## src/rtl/lu_pkg.sv

```systemverilog
`default_nettype none
// ============================================================================
// Module      : lu_pkg
// Description : Shared opcode constants and FSM state encoding for the
//               bit-serial logic-unit arbiter.
// Revision    : 1.0 - initial release
// ============================================================================
package lu_pkg;

    // Bitwise opcodes understood by the 1-bit logic cell
    localparam logic [2:0] OP_NOT  = 3'b000;
    localparam logic [2:0] OP_AND  = 3'b001;
    localparam logic [2:0] OP_NAND = 3'b010;
    localparam logic [2:0] OP_OR   = 3'b011;
    localparam logic [2:0] OP_NOR  = 3'b100;
    localparam logic [2:0] OP_XOR  = 3'b101;
    localparam logic [2:0] OP_XNOR = 3'b110;
    localparam logic [2:0] OP_ANDN = 3'b111;

    // Sequencer states: wait for a grant, shift bits out, hold the result
    typedef enum logic [1:0] {
        IDLE = 2'd0,
        RUN  = 2'd1,
        DONE = 2'd2
    } lu_state_t;

endpackage
`default_nettype wire

```

## src/rtl/lu_bit_cell.sv

```systemverilog
`default_nettype none
// ============================================================================
// Module      : lu_bit_cell
// Description : Purely combinational 1-bit logic cell implementing the
//               eight-entry opcode table. b is ignored for OP_NOT.
// Revision    : 1.0 - initial release
// ============================================================================
module lu_bit_cell
    import lu_pkg::*;
(
    input  logic       a,
    input  logic       b,
    input  logic [2:0] sel,
    output logic       s
);

    // Opcode decode for a single bit position
    always_comb begin
        s = 1'b0;
        case (sel)
            OP_NOT:  s = ~a;
            OP_AND:  s = a & b;
            OP_NAND: s = ~(a & b);
            OP_OR:   s = a | b;
            OP_NOR:  s = ~(a | b);
            OP_XOR:  s = a ^ b;
            OP_XNOR: s = ~(a ^ b);
            OP_ANDN: s = a & ~b;
            default: s = 1'b0;
        endcase
    end

endmodule
`default_nettype wire

```

## src/rtl/lu_serial_arbiter.sv

```systemverilog
`default_nettype none
// ============================================================================
// Module      : lu_serial_arbiter
// Description : Round-robin arbiter sharing one 1-bit logic cell between two
//               requesters. An accepted operation is evaluated LSB-first, one
//               bit per clock, and the assembled word is returned on a
//               valid/ready port tagged with the requester id.
// Options     : LU_SEQ_ZFLAG_EN - adds res_zero, high when the result is 0.
// Revision    : 1.0 - initial release
// ============================================================================
module lu_serial_arbiter
    import lu_pkg::*;
#(
    parameter int WIDTH = 8
) (
    input  logic             clk,
    input  logic             reset,
    input  logic             req0_valid,
    output logic             req0_ready,
    input  logic [WIDTH-1:0] req0_a,
    input  logic [WIDTH-1:0] req0_b,
    input  logic [2:0]       req0_sel,
    input  logic             req1_valid,
    output logic             req1_ready,
    input  logic [WIDTH-1:0] req1_a,
    input  logic [WIDTH-1:0] req1_b,
    input  logic [2:0]       req1_sel,
    output logic             res_valid,
    input  logic             res_ready,
    output logic [WIDTH-1:0] res_data,
    output logic             res_id,
    output logic             busy
`ifdef LU_SEQ_ZFLAG_EN
    ,
    output logic             res_zero
`endif
);

    // Counter is one bit wider than an index so WIDTH=1 still has a register
    localparam int               c_cnt_w = $clog2(WIDTH) + 1;
    localparam logic [c_cnt_w-1:0] c_last = c_cnt_w'(WIDTH - 1);

    lu_state_t          r_state;
    lu_state_t          w_state_next;
    logic               w_grant0;
    logic               w_grant1;
    logic               w_accept;
    logic [WIDTH-1:0]   r_a;
    logic [WIDTH-1:0]   r_b;
    logic [2:0]         r_sel;
    logic               r_id;
    logic               r_last_grant;
    logic [c_cnt_w-1:0] r_cnt;
    logic [WIDTH-1:0]   r_res;
    logic [WIDTH-1:0]   w_res_next;
    logic               w_a_bit;
    logic               w_b_bit;
    logic               w_bit;

    // Round-robin grant: a lone requester wins, on contention the one not
    // granted last time wins
    always_comb begin
        w_grant0 = req0_valid && (!req1_valid || r_last_grant);
        w_grant1 = req1_valid && (!req0_valid || !r_last_grant);
    end

    // FSM state register
    always_ff @(posedge clk) begin
        if (reset) begin
            r_state <= IDLE;
        end else begin
            r_state <= w_state_next;
        end
    end

    // FSM next-state and handshake outputs
    always_comb begin
        w_state_next = r_state;
        req0_ready   = 1'b0;
        req1_ready   = 1'b0;
        res_valid    = 1'b0;
        busy         = 1'b0;
        case (r_state)
            IDLE: begin
                req0_ready = w_grant0;
                req1_ready = w_grant1;
                if (w_grant0 || w_grant1) begin
                    w_state_next = RUN;
                end
            end
            RUN: begin
                busy = 1'b1;
                if (r_cnt == c_last) begin
                    w_state_next = DONE;
                end
            end
            DONE: begin
                busy      = 1'b1;
                res_valid = 1'b1;
                if (res_ready) begin
                    w_state_next = IDLE;
                end
            end
            default: w_state_next = IDLE;
        endcase
    end

    assign w_accept = req0_ready || req1_ready;

    // Select the operand bits addressed by the counter
    always_comb begin
        w_a_bit = 1'b0;
        w_b_bit = 1'b0;
        for (int i = 0; i < WIDTH; i++) begin
            if (r_cnt == c_cnt_w'(i)) begin
                w_a_bit = r_a[i];
                w_b_bit = r_b[i];
            end
        end
    end

    lu_bit_cell u_bit_cell (
        .a   (w_a_bit),
        .b   (w_b_bit),
        .sel (r_sel),
        .s   (w_bit)
    );

    // New bits enter at the MSB so the first computed bit ends up at the LSB
    generate
        if (WIDTH == 1) begin : g_shift_w1
            assign w_res_next = w_bit;
        end else begin : g_shift_wn
            assign w_res_next = {w_bit, r_res[WIDTH-1:1]};
        end
    endgenerate

    // Operand capture at the handshake and serial result accumulation
    always_ff @(posedge clk) begin
        if (reset) begin
            r_a          <= '0;
            r_b          <= '0;
            r_sel        <= OP_NOT;
            r_id         <= 1'b0;
            r_last_grant <= 1'b1;
            r_cnt        <= '0;
            r_res        <= '0;
        end else if (w_accept) begin
            r_a          <= req1_ready ? req1_a   : req0_a;
            r_b          <= req1_ready ? req1_b   : req0_b;
            r_sel        <= req1_ready ? req1_sel : req0_sel;
            r_id         <= req1_ready;
            r_last_grant <= req1_ready;
            r_cnt        <= '0;
        end else if (r_state == RUN) begin
            r_res <= w_res_next;
            r_cnt <= r_cnt + c_cnt_w'(1);
        end
    end

    assign res_data = r_res;
    assign res_id   = r_id;

`ifdef LU_SEQ_ZFLAG_EN
    logic r_zacc;

    // OR together every computed bit; the result is zero when none was set
    always_ff @(posedge clk) begin
        if (reset) begin
            r_zacc <= 1'b0;
        end else if (w_accept) begin
            r_zacc <= 1'b0;
        end else if (r_state == RUN) begin
            r_zacc <= r_zacc | w_bit;
        end
    end

    assign res_zero = (r_state == DONE) && !r_zacc;
`endif

endmodule
`default_nettype wire

```

## config.mk

```make
export PLATFORM = sky130hd
export DESIGN_NAME = lu_serial_arbiter
export DESIGN_NICKNAME = d
export VERILOG_FILES = /design/src/rtl/lu_pkg.sv /design/src/rtl/lu_bit_cell.sv /design/src/rtl/lu_serial_arbiter.sv
export SDC_FILE = /design/constraint.sdc
export NUM_CORES = 1
export LEC_CHECK = 0
export BUFFER_PORTS_ARGS = -buffer_cell sky130_fd_sc_hd__buf_2
export CORE_AREA = 3 3 88 69
export DETAILED_ROUTE_END_ITERATION = 16
export DIE_AREA = 0 0 91 72
export SYNTH_ARGS = -nofsm -noshare
export SYNTH_HDL_FRONTEND = slang
export SYNTH_SLANG_ARGS = --single-unit
```

## constraint.sdc

```tcl
create_clock -name clk -period 2.95 [get_ports clk]
set_clock_uncertainty 0.2 [all_clocks]
set_input_delay 0.295 -clock clk [delete_from_list [all_inputs] [get_ports clk]]
set_output_delay 0.295 -clock clk [all_outputs]
set_load 0.01 [all_outputs]
```

==> results of run 1 <==
-- final timing paths --
kind                                       startpoint                        to  slack [ps]  cells after the start
worst min register to register    r_b[1]$_SDFFE_PP0P_       r_b[1]$_SDFFE_PP0P_         260                      2
worst max register to register  r_cnt[0]$_SDFFE_PP0N_  res_data[7]$_SDFFE_PP0P_         150                     11
worst min-delay path                        req1_a[2]       r_a[2]$_SDFFE_PP0P_          70                      3
worst max-delay path            r_cnt[0]$_SDFFE_PP0N_  res_data[7]$_SDFFE_PP0P_         150                     11
-- flip-flops by register name, summed over array words and instances (netlist names) --
signal and count:
r_a 8, res_data 8, r_state 2, r_sel 3, r_last_grant 1, res_id 1, r_cnt 4, r_b 8
-- critical path, stage by stage, from the launching register on --
cell                       delay (ps)
sky130_fd_sc_hd__dfxtp_2          350
sky130_fd_sc_hd__ha_1             200
sky130_fd_sc_hd__or3_2            430
sky130_fd_sc_hd__a221oi_2         200
sky130_fd_sc_hd__o22ai_1          100
sky130_fd_sc_hd__o21ai_0          130
sky130_fd_sc_hd__a32o_1           180
sky130_fd_sc_hd__ha_1             240
sky130_fd_sc_hd__mux2i_1          120
sky130_fd_sc_hd__a311o_1          320
sky130_fd_sc_hd__o221ai_1          70
sky130_fd_sc_hd__a311oi_1         110
-- cell type report --
cell class | instances | area [um2] | area share, %
inverter | 13 | 48.8 | 2.16
tap | 75 | 93.8 | 4.15
multi-input combinational | 147 | 1030 | 45.6
clock buffer | 6 | 82.6 | 3.65
timing repair buffer | 58 | 298 | 13.2
sequential | 35 | 703 | 31.1
clock inverter | 1 | 5.00 | 0.221
-- through the flow --
| stage | cells | setup slack (ps) | total power, mW | area, um2 |
|---|---|---|---|---|
| global placement | 328 | 150 | 1.32 | 2150 |
| finish | 335 | 149 | 1.68 | 2260 |
| global route | 335 | -13.3 | 1.82 | 2260 |
| CTS | 335 | 56.3 | 1.69 | 2240 |
| detailed placement | 328 | 99.3 | 1.33 | 2150 |
| floorplan | 205 | 300 | 1.16 | 1810 |
-- layer usage --
| metal | global-route usage [%] | vias to the layer above | share of wire, % | wire length, um |
|---|---|---|---|---|
| met5 | 0 | - | 0 | 0 |
| met4 | 4.52 | 0 | 1.3 | 53 |
| met3 | 4.97 | 5 | 7.3 | 289 |
| met2 | 18.3 | 44 | 40 | 1570 |
| met1 | 16.4 | 702 | 51 | 2020 |
| li1 | - | 826 | - | - |
-- cell usage in the layout (no fill, tap or decap), drive strengths merged --
master	count
o221ai	1
nand4	1
nor2	18
xnor2	1
xor2	2
nand2	22
a32o	1
dfxtp	35
a211oi	1
clkinv	1
o32ai	1
or3	1
ha	11
a222oi	1
or2	1
o21ai	17
buf	58
a311o	1
and3	1
mux2i	30
nand3	1
a31oi	1
o22ai	6
nand3b	4
a211o	1
nor2b	2
nor3	1
a21oi	10
a32oi	1
or2b	1
inv	13
a221oi	2
nand2b	3
clkbuf	6
and2b	1
a311oi	1
nor4	1
-- power groups by stage --
stage	clock network, mW	registers [mW]	logic [mW]
2_1_floorplan	0	0.652	0.506
3_3_place_gp	0	0.662	0.662
3_5_place_dp	0	0.663	0.670
4_1_cts	0.362	0.653	0.673
5_1_grt	0.386	0.670	0.762
6_report	0.349	0.654	0.676
-- cells by family (layout without fill, tap and decap cells) --
family / after synthesis / in the layout / synth area share [%]
AND/OR/NAND/NOR: 58 / 58 / 14.9
AO/OA/AOI/OAI: 45 / 45 / 15.3
flip-flops: 35 / 35 / 38.6
multiplexers: 30 / 30 / 16.6
buffers and inverters: 23 / 78 / 5.59
adder cells (fa/ha/maj): 11 / 11 / 7.59
XOR/XNOR: 3 / 3 / 1.45
==> metrics, run 1 <==
Global Route Usage Sum 12.4%; worst-case headroom to the max-slew limit 64.5%; arrival time of the worst setup path 2740 ps; Layout fillers 552; CTS HTree Levels 2; DR pass1 iterations 4; global-route wire length before repair 6390 um; post-synthesis sequential element count 35; Clock Sink Count 35; synth cell count leaders sky130_fd_sc_hd__dfxtp_1, sky130_fd_sc_hd__mux2i_1, sky130_fd_sc_hd__nand2_1, sky130_fd_sc_hd__nor2_1, sky130_fd_sc_hd__o21ai_0; number of placement rows 23; share of total power in combinational logic 40.3%; placeable core region 5300 um2; Cell variety after synth 37; number of global-route vias before repair 1401; Period Utilization, post-route 94.9%; clock latency reported for the late side of the worst-skew pair 290 ps; Internal Pwr Total 1.07 mW; growth of design area from synthesis to finish 24.7%; number of buffers inserted by hold repair at cts 0; maximum net fanout on the critical path 5; # diodes 0; part of the power in the clock network 20.8%; number of post-CTS setup repair buffers 0; average wire length per cell after detail routing 11.8 um; Die ar. 6550 um2; clock slew at reported path FFs 70 ps; number of standard cells after synthesis 205; critical path data required time 2890 ps; transition time of the tightest slew-check pin 533 ps; number of setup violations in the final report 0; cells taking the most area after synthesis sky130_fd_sc_hd__dfxtp_1, sky130_fd_sc_hd__mux2i_1, sky130_fd_sc_hd__ha_1, sky130_fd_sc_hd__o21ai_0, sky130_fd_sc_hd__nand2_1; Die Span Y 72 um; main flop type after synthesis sky130_fd_sc_hd__dfxtp_1; cell leakage power 1.08 nW; sum of overflow across all layers after global routing 0; Maximum Capacitance Violations 0; count of unresolved DRC violations after routing 0; detailed placer's ending HPWL 2920 um; cell chosen for the clock root sky130_fd_sc_hd__clkbuf_8; Routed Wire Length 3940 um; worst slack on hold paths 70.7 ps; hold violation total from the final report 0; area of the mapped netlist 1810 um2; Switching Share 36.1%; fin nets 314; clock tree from TritonCTS yes; most frequent cell after synthesis sky130_fd_sc_hd__dfxtp_1; Post-synth EDFFs 0; post-route core utilization 42.7%; async set-reset flop share out of synthesis 0%; total nets after synthesis 259; time the final worst path needs with I/O delays and setup 2800 ps; Worst Setup Path Type reg2reg; via density per instance 4.71; Detailed Route Iter0 Violations 51; sequential share of the synthesized area 38.6%; maximum number of buffers from clock root to sink 2; fraction of synthesized cell area taken by the top area cell type 38.6%; clock buffers created by TritonCTS 5; Post-CTS Resized 0; Antenna Nets Post-Route 0; GPL Wtd Cong 0.796; I/O pins 56; vias 1577; x dimension of the die 91 um; worst-case vdd ir drop 0.220 mV; final max-slew violation count 0; initial antenna violation count 0; worst min-delay path category in2reg; leading area contributor after synthesis sky130_fd_sc_hd__dfxtp_1; Avg Cell Area, Syn 8.85 um2; endpoint class of the critical path register; Psw 0.607 mW; summed negative setup slack over all endpoints 0 ps; startpoint types register; share of final-layout standard cells stronger than drive strength 1 28.5%; largest net degree at the start of global routing 21; sequential share of power 38.9%; yosys warns 0; PwrDens 742 nW/um2; maximum clock rate 357 MHz; outcome finished, final reports clean; Port Buf Inserts 55; initial core utilization 34.3%
No activity file was read; power rests on OpenSTA's default activity.
==> run 2, diff against run 1 <==
--- a/config.mk
+++ b/config.mk
@@ -5,10 +5,11 @@
 export SDC_FILE = /design/constraint.sdc
 export NUM_CORES = 1
 export LEC_CHECK = 0
-export BUFFER_PORTS_ARGS = -buffer_cell sky130_fd_sc_hd__buf_2
-export CORE_AREA = 3 3 88 69
+export ABC_AREA = 1
+export BUFFER_PORTS_ARGS = -buffer_cell sky130_fd_sc_hd__clkbuf_2
+export CORE_AREA = 3 3 89 70
 export DETAILED_ROUTE_END_ITERATION = 16
-export DIE_AREA = 0 0 91 72
+export DIE_AREA = 0 0 92 73
 export SYNTH_ARGS = -nofsm -noshare
 export SYNTH_HDL_FRONTEND = slang
 export SYNTH_SLANG_ARGS = --single-unit
==> metrics, run 2 <==
arrival time of the worst setup path 2490 ps; crit path launch r_cnt[1]$_SDFFE_PP0N_; number of buffers inserted by hold repair at cts 1; summed negative setup slack over all endpoints 0 ps; initial core utilization 35.1%; time the final worst path needs with I/O delays and setup 2510 ps; post-synthesis sequential element count 35; delay-heaviest family, CP simple AND/OR/NAND/NOR gates; Internal Pwr Total 1.21 mW; Antenna Nets Post-Route 0; Cell variety after synth 27; Clock Sink Count 35; fin nets 368; hold violation total from the final report 0; via density per instance 4.70; detailed placer's ending HPWL 3650 um; clock buffers created by TritonCTS 5; Post-CTS Resized 0; clock slew at reported path FFs 80 ps; Period Utilization, post-route 85.0%; GPL Wtd Cong 0.862; Switching Share 40.3%; worst slack on hold paths 92.9 ps; buffers and inverters on the worst path 3; synthesized-area fraction occupied by xor and xnor cells 0%; Global Route Usage Sum 14.9%; maximum number of buffers from clock root to sink 2; initial antenna violation count 0; x dimension of the die 92 um; DR pass1 iterations 4; number of global-route vias before repair 1601; synth cell count leaders sky130_fd_sc_hd__nor2_1, sky130_fd_sc_hd__dfxtp_1, sky130_fd_sc_hd__inv_1, sky130_fd_sc_hd__nand3_1, sky130_fd_sc_hd__nand2_1; fraction of synthesized cell area taken by the top area cell type 37.3%; final max-slew violation count 0; Port Buf Inserts 55; number of post-CTS setup repair buffers 0; share of final-layout standard cells stronger than drive strength 1 24.1%; sum of overflow across all layers after global routing 0; sequential share of power 36.3%; Worst Setup Path Type reg2reg; crit-path max cell delay 360 ps; average wire length per cell after detail routing 12.7 um; most frequent cell after synthesis sky130_fd_sc_hd__nor2_1; post-synthesis compound-gate area fraction 19.7%; CP cell instances inv_1, ha_1, nand3_1, o21ai_1, inv_1, nand3_1, nand2_1, nand2_1, nand2_2, inv_1, ha_1, nand2_1, o21ai_0, o31ai_1, nand3_1, a21oi_1, a21oi_2; Psw 0.817 mW; leading area contributor after synthesis sky130_fd_sc_hd__dfxtp_1; reg2reg setup slack 440 ps; growth of design area from synthesis to finish 24.4%; cell chosen for the clock root sky130_fd_sc_hd__clkbuf_8; combinational family with the most area after synthesis simple AND/OR/NAND/NOR gates; largest net degree at the start of global routing 21; outcome finished, final reports clean; Avg Cell Area, Syn 7.28 um2; end point of the most critical hold path r_a[2]$_SDFFE_PP0P_; global-route wire length before repair 7780 um; Routed Wire Length 4960 um; overall power 2.03 mW; worst min-delay path category in2reg; area of the mapped netlist 1880 um2; Die ar. 6720 um2; clock latency reported for the late side of the worst-skew pair 290 ps; cell leakage power 1.08 nW; CTS HTree Levels 2; cells taking the most area after synthesis sky130_fd_sc_hd__dfxtp_1, sky130_fd_sc_hd__nor2_1, sky130_fd_sc_hd__ha_1, sky130_fd_sc_hd__nand3_1, sky130_fd_sc_hd__inv_1; post-synthesis share of cell area spent on full adders, half adders and majority gates 7.32%; startpoint types register; instance count along the most critical hold path 3; number of placement rows 23; placeable core region 5350 um2; most frequent cells in the layout sky130_fd_sc_hd__nor2_1, sky130_fd_sc_hd__clkbuf_2, sky130_fd_sc_hd__dfxtp_1; main flop type after synthesis sky130_fd_sc_hd__dfxtp_1; share of synthesized area spent on multiplexers 0%; CP max stage cell sky130_fd_sc_hd__dfxtp_1; critical path data required time 2930 ps; endpoint class of the critical path register; clock tree from TritonCTS yes; Maximum Capacitance Violations 0; # diodes 0; maximum clock rate 399 MHz; most frequent standard cell in the layout excluding fill and tap cells sky130_fd_sc_hd__nor2_1; count of unresolved DRC violations after routing 0; PwrDens 867 nW/um2; logic depth of the worst register-to-register path 17; total nets after synthesis 312; vias 1833; worst-case headroom to the max-slew limit 57.2%; async set-reset flop share out of synthesis 0%; r2r endpoint res_data[7]$_SDFFE_PP0P_; Die Span Y 73 um; launch instance of the worst register-to-register path r_cnt[1]$_SDFFE_PP0N_; share of total power in combinational logic 42.2%; part of the power in the clock network 21.6%; Post-synth EDFFs 0; simple-gate share of the synthesized area 26.5%; maximum net fanout on the critical path 5; number of standard cells after synthesis 258; sequential share of the synthesized area 37.3%; transition time of the tightest slew-check pin 640 ps; yosys warns 0; I/O pins 56; number of setup violations in the final report 0; Min-Delay Startpoint req0_a[2]; setup repair after global routing missed its margin false; worst-case vdd ir drop 0.223 mV; Detailed Route Iter0 Violations 97
## run 2: tightest hold or removal path, cell delays in order
cell                       delay (ps)
sky130_fd_sc_hd__clkbuf_2          80
sky130_fd_sc_hd__nor2_1            90
sky130_fd_sc_hd__o32ai_1           70
## run 2: stage by stage
step           cell area [um2]  instances  utilization [%]  worst slack [ps]
2_1_floorplan             1880        258                -               652
3_3_place_gp              2210        381             41.4               464
3_5_place_dp              2210        381             41.4               443
4_1_cts                   2340        390             43.7               439
5_1_grt                   2340        390             43.7               242
6_report                  2340        390             43.7               443
## run 2: logic make-up after synthesis
group / count (synthesis)
AND/OR/NAND/NOR: 117
adder cells (fa/ha/maj): 11
buffers and inverters: 42
flip-flops: 35
AO/OA/AOI/OAI: 53
## run 2: worst max path at each step
stage | end | slack, ps | cells past startpoint
final | res_data[7]$_SDFFE_PP0P_ | 440 | 17
after global routing | res_data[7]$_SDFFE_PP0P_ | 240 | 17
after CTS | res_data[7]$_SDFFE_PP0P_ | 440 | 17
after detailed placement | res_data[7]$_SDFFE_PP0P_ | 440 | 17
after global placement | res_data[7]$_SDFFE_PP0P_ | 460 | 17
after floorplan | res_data[7]$_SDFFE_PP0P_ | 650 | 16
## run 2: power groups by stage
stage	combinational, mW	clock (mW)	sequential [mW]
floorplan	0.592	0	0.739
CTS	0.863	0.447	0.732
detailed placement	0.858	0	0.740
global placement	0.846	0	0.741
finish	0.854	0.437	0.734
global route	0.959	0.468	0.754
## run 2: final cells by class
type	count	area, um2
clock buffers	5	68.8
repair buffers	58	300
flip-flops and latches	35	701
multi-input cells	181	1010
clock inverters	3	43.8
inverters	33	124
well taps	75	93.8
fillers	577	3020
## run 2: routing by layer
layer / wire length [um] / global-route usage [%] / share of wire (%) / vias to the layer above
met1: 2640 / 21.2 / 53 / 810
met2: 2030 / 21.5 / 41 / 45
met4: 27 / 4.94 / 0.54 / 0
met3: 266 / 4.54 / 5.4 / 2
met5: 0 / 0 / 0 / -
li1: - / - / - / 976
==> run 3, diff against run 2 <==
==> constraint.sdc (replaced) <==
create_clock -name clk -period 2.5 [get_ports clk]
set_clock_uncertainty 0.2 [all_clocks]
set_input_delay 0.25 -clock clk [delete_from_list [all_inputs] [get_ports clk]]
set_output_delay 0.25 -clock clk [all_outputs]
set_load 0.01 [all_outputs]
==> metrics, run 3 (same netlist as run 2, synthesis figures left out) <==
startpoint types register; worst-case vdd ir drop 0.326 mV; clock buffers created by TritonCTS 5; initial antenna violation count 0; count of unresolved DRC violations after routing 0; cell leakage power 1.12 nW; Critical Path Sink res_data[7]$_SDFFE_PP0P_; detailed placer's ending HPWL 3590 um; count of cell instances traversed by the critical path 17; cell chosen for the clock root sky130_fd_sc_hd__clkbuf_8; endpoint class of the critical path register; transition time of the tightest slew-check pin 575 ps; DR pass1 iterations 4; PwrDens 1030 nW/um2; GPL Wtd Cong 0.892; vias 1873; CP cell instances inv_6, ha_4, nor2_2, nand3_1, nand3_1, o211ai_1, nand2_1, a21o_1, nand2_1, o21ai_1, ha_1, nand2_1, o21ai_1, o31ai_1, nand3_1, a21oi_2, a21oi_2; crit-path max cell delay 380 ps; most frequent standard cell in the layout excluding fill and tap cells sky130_fd_sc_hd__nor2_1; sum of overflow across all layers after global routing 0; reg2reg setup slack 40 ps; maximum net fanout on the critical path 5; critical path data required time 2480 ps; number of global-route vias before repair 1587; share of final-layout standard cells stronger than drive strength 1 29.7%; crit path launch r_cnt[1]$_SDFFE_PP0N_; number of placement rows 23; Antenna Nets Post-Route 0; maximum clock rate 407 MHz; arrival time of the worst setup path 2430 ps; r2r endpoint res_data[7]$_SDFFE_PP0P_; x dimension of the die 92 um; Period Utilization, post-route 98.2%; final max-slew violation count 0; Die ar. 6720 um2; clock tree from TritonCTS yes; time the final worst path needs with I/O delays and setup 2460 ps; average wire length per cell after detail routing 13.0 um; largest net degree at the start of global routing 21; worst slack on hold paths 40.1 ps; clock latency reported for the late side of the worst-skew pair 290 ps; most frequent cells in the layout sky130_fd_sc_hd__nor2_1, sky130_fd_sc_hd__clkbuf_2, sky130_fd_sc_hd__dfxtp_1; global-route wire length before repair 7920 um; Clock Sink Count 35; growth of design area from synthesis to finish 31.6%; Maximum Capacitance Violations 0; Routed Wire Length 5120 um; hold violation total from the final report 0; delay-heaviest family, CP compound AO/OA/AOI/OAI gates; setup repair after global routing missed its margin true; summed negative setup slack over all endpoints 0 ps; outcome finished, final reports clean; Port Buf Inserts 55; # diodes 0; placeable core region 5350 um2; Global Route Usage Sum 15.0%; I/O pins 56; launch instance of the worst register-to-register path r_cnt[1]$_SDFFE_PP0N_; CP max stage cell sky130_fd_sc_hd__dfxtp_4; maximum number of buffers from clock root to sink 2; logic depth of the worst register-to-register path 17; worst-case headroom to the max-slew limit 61.6%; Worst Setup Path Type reg2reg; worst min-delay path category in2reg; buffers and inverters on the worst path 1; initial core utilization 35.1%; number of setup violations in the final report 0; fin nets 373; Die Span Y 73 um; via density per instance 4.74; clock slew at reported path FFs 80 ps; Detailed Route Iter0 Violations 86; CTS HTree Levels 2
[run 3: cell count changes in the layout (fill, tap and decap cells not counted), moves of 3 or more]
cell                      previous run  this run
sky130_fd_sc_hd__ha_1               11         7
sky130_fd_sc_hd__dfxtp_1            35        32
sky130_fd_sc_hd__buf_4               2         7
sky130_fd_sc_hd__ha_4                0         3
[run 3: layout make-up]
| cell class | count | area, um2 |
|---|---|---|
| Clock buffer | 6 | 72.6 |
| Clock inverter | 2 | 60.1 |
| Fill cell | 567 | 2880 |
| Inverter | 33 | 131 |
| Multi-Input combinational cell | 181 | 1070 |
| Sequential cell | 35 | 709 |
| Tap cell | 75 | 93.8 |
| Timing Repair Buffer | 63 | 338 |
[run 3: worst min-delay path: cells and delay by family]
kind                   cells  cell delay (ps)
buffers and inverters      1               80
and+or+nand+nor            1               90
AOI/OAI and AO/OA          1               60
[run 3: timing repair]
item / CTS / global route
setup buffers: 0 / 2
hold buffers: 1 / 0
endpoints found under the hold margin: 1 / 0
setup endpoints to repair: 0 / 1
gates resized for setup: 0 / 25
[run 3: how the worst min path moves through the flow]
| stage | startpoint | endpoint | slack, ps | depth (start not counted) |
|---|---|---|---|---|
| final | req0_a[3] | r_a[3]$_SDFFE_PP0P_ | 40 | 3 |
| after global placement | reset | res_id$_SDFFE_PP0P_ | 230 | 2 |
| after CTS | req0_a[3] | r_a[3]$_SDFFE_PP0P_ | 40 | 3 |
| after global routing | req0_a[3] | r_a[3]$_SDFFE_PP0P_ | 60 | 3 |
| after detailed placement | reset | res_id$_SDFFE_PP0P_ | 220 | 2 |
| after floorplan | reset | res_id$_SDFFE_PP0P_ | 120 | 1 |
[run 3: routing by layer]
layer | track usage (%) | wire length, um | vias to the layer above
li1 | - | - | 987
met1 | 22.1 | 2640 | 835
met2 | 21.1 | 2200 | 49
met3 | 3.30 | 254 | 2
met4 | 5.93 | 31 | 0
met5 | 0 | 0 | -
[run 3: where the power goes]
group,total [mW],switching [mW],internal (mW)
logic,1.06,0.646,0.414
registers,0.877,0.129,0.748
clock network,0.608,0.209,0.399
[run 3: metrics by stage]
step                      worst slack (ps)  instance area (um2)  utilization [%]  total power [mW]  cells
after floorplan                        202                 1880                -              1.57    258
after global placement                87.8                 2240             41.8              1.87    384
after detailed placement              3.59                 2240             41.8              1.88    384
after CTS                             3.83                 2380             44.5              2.50    393
after global routing                  -101                 2470             46.2              2.74    395
final                                 44.4                 2470             46.2              2.55    395
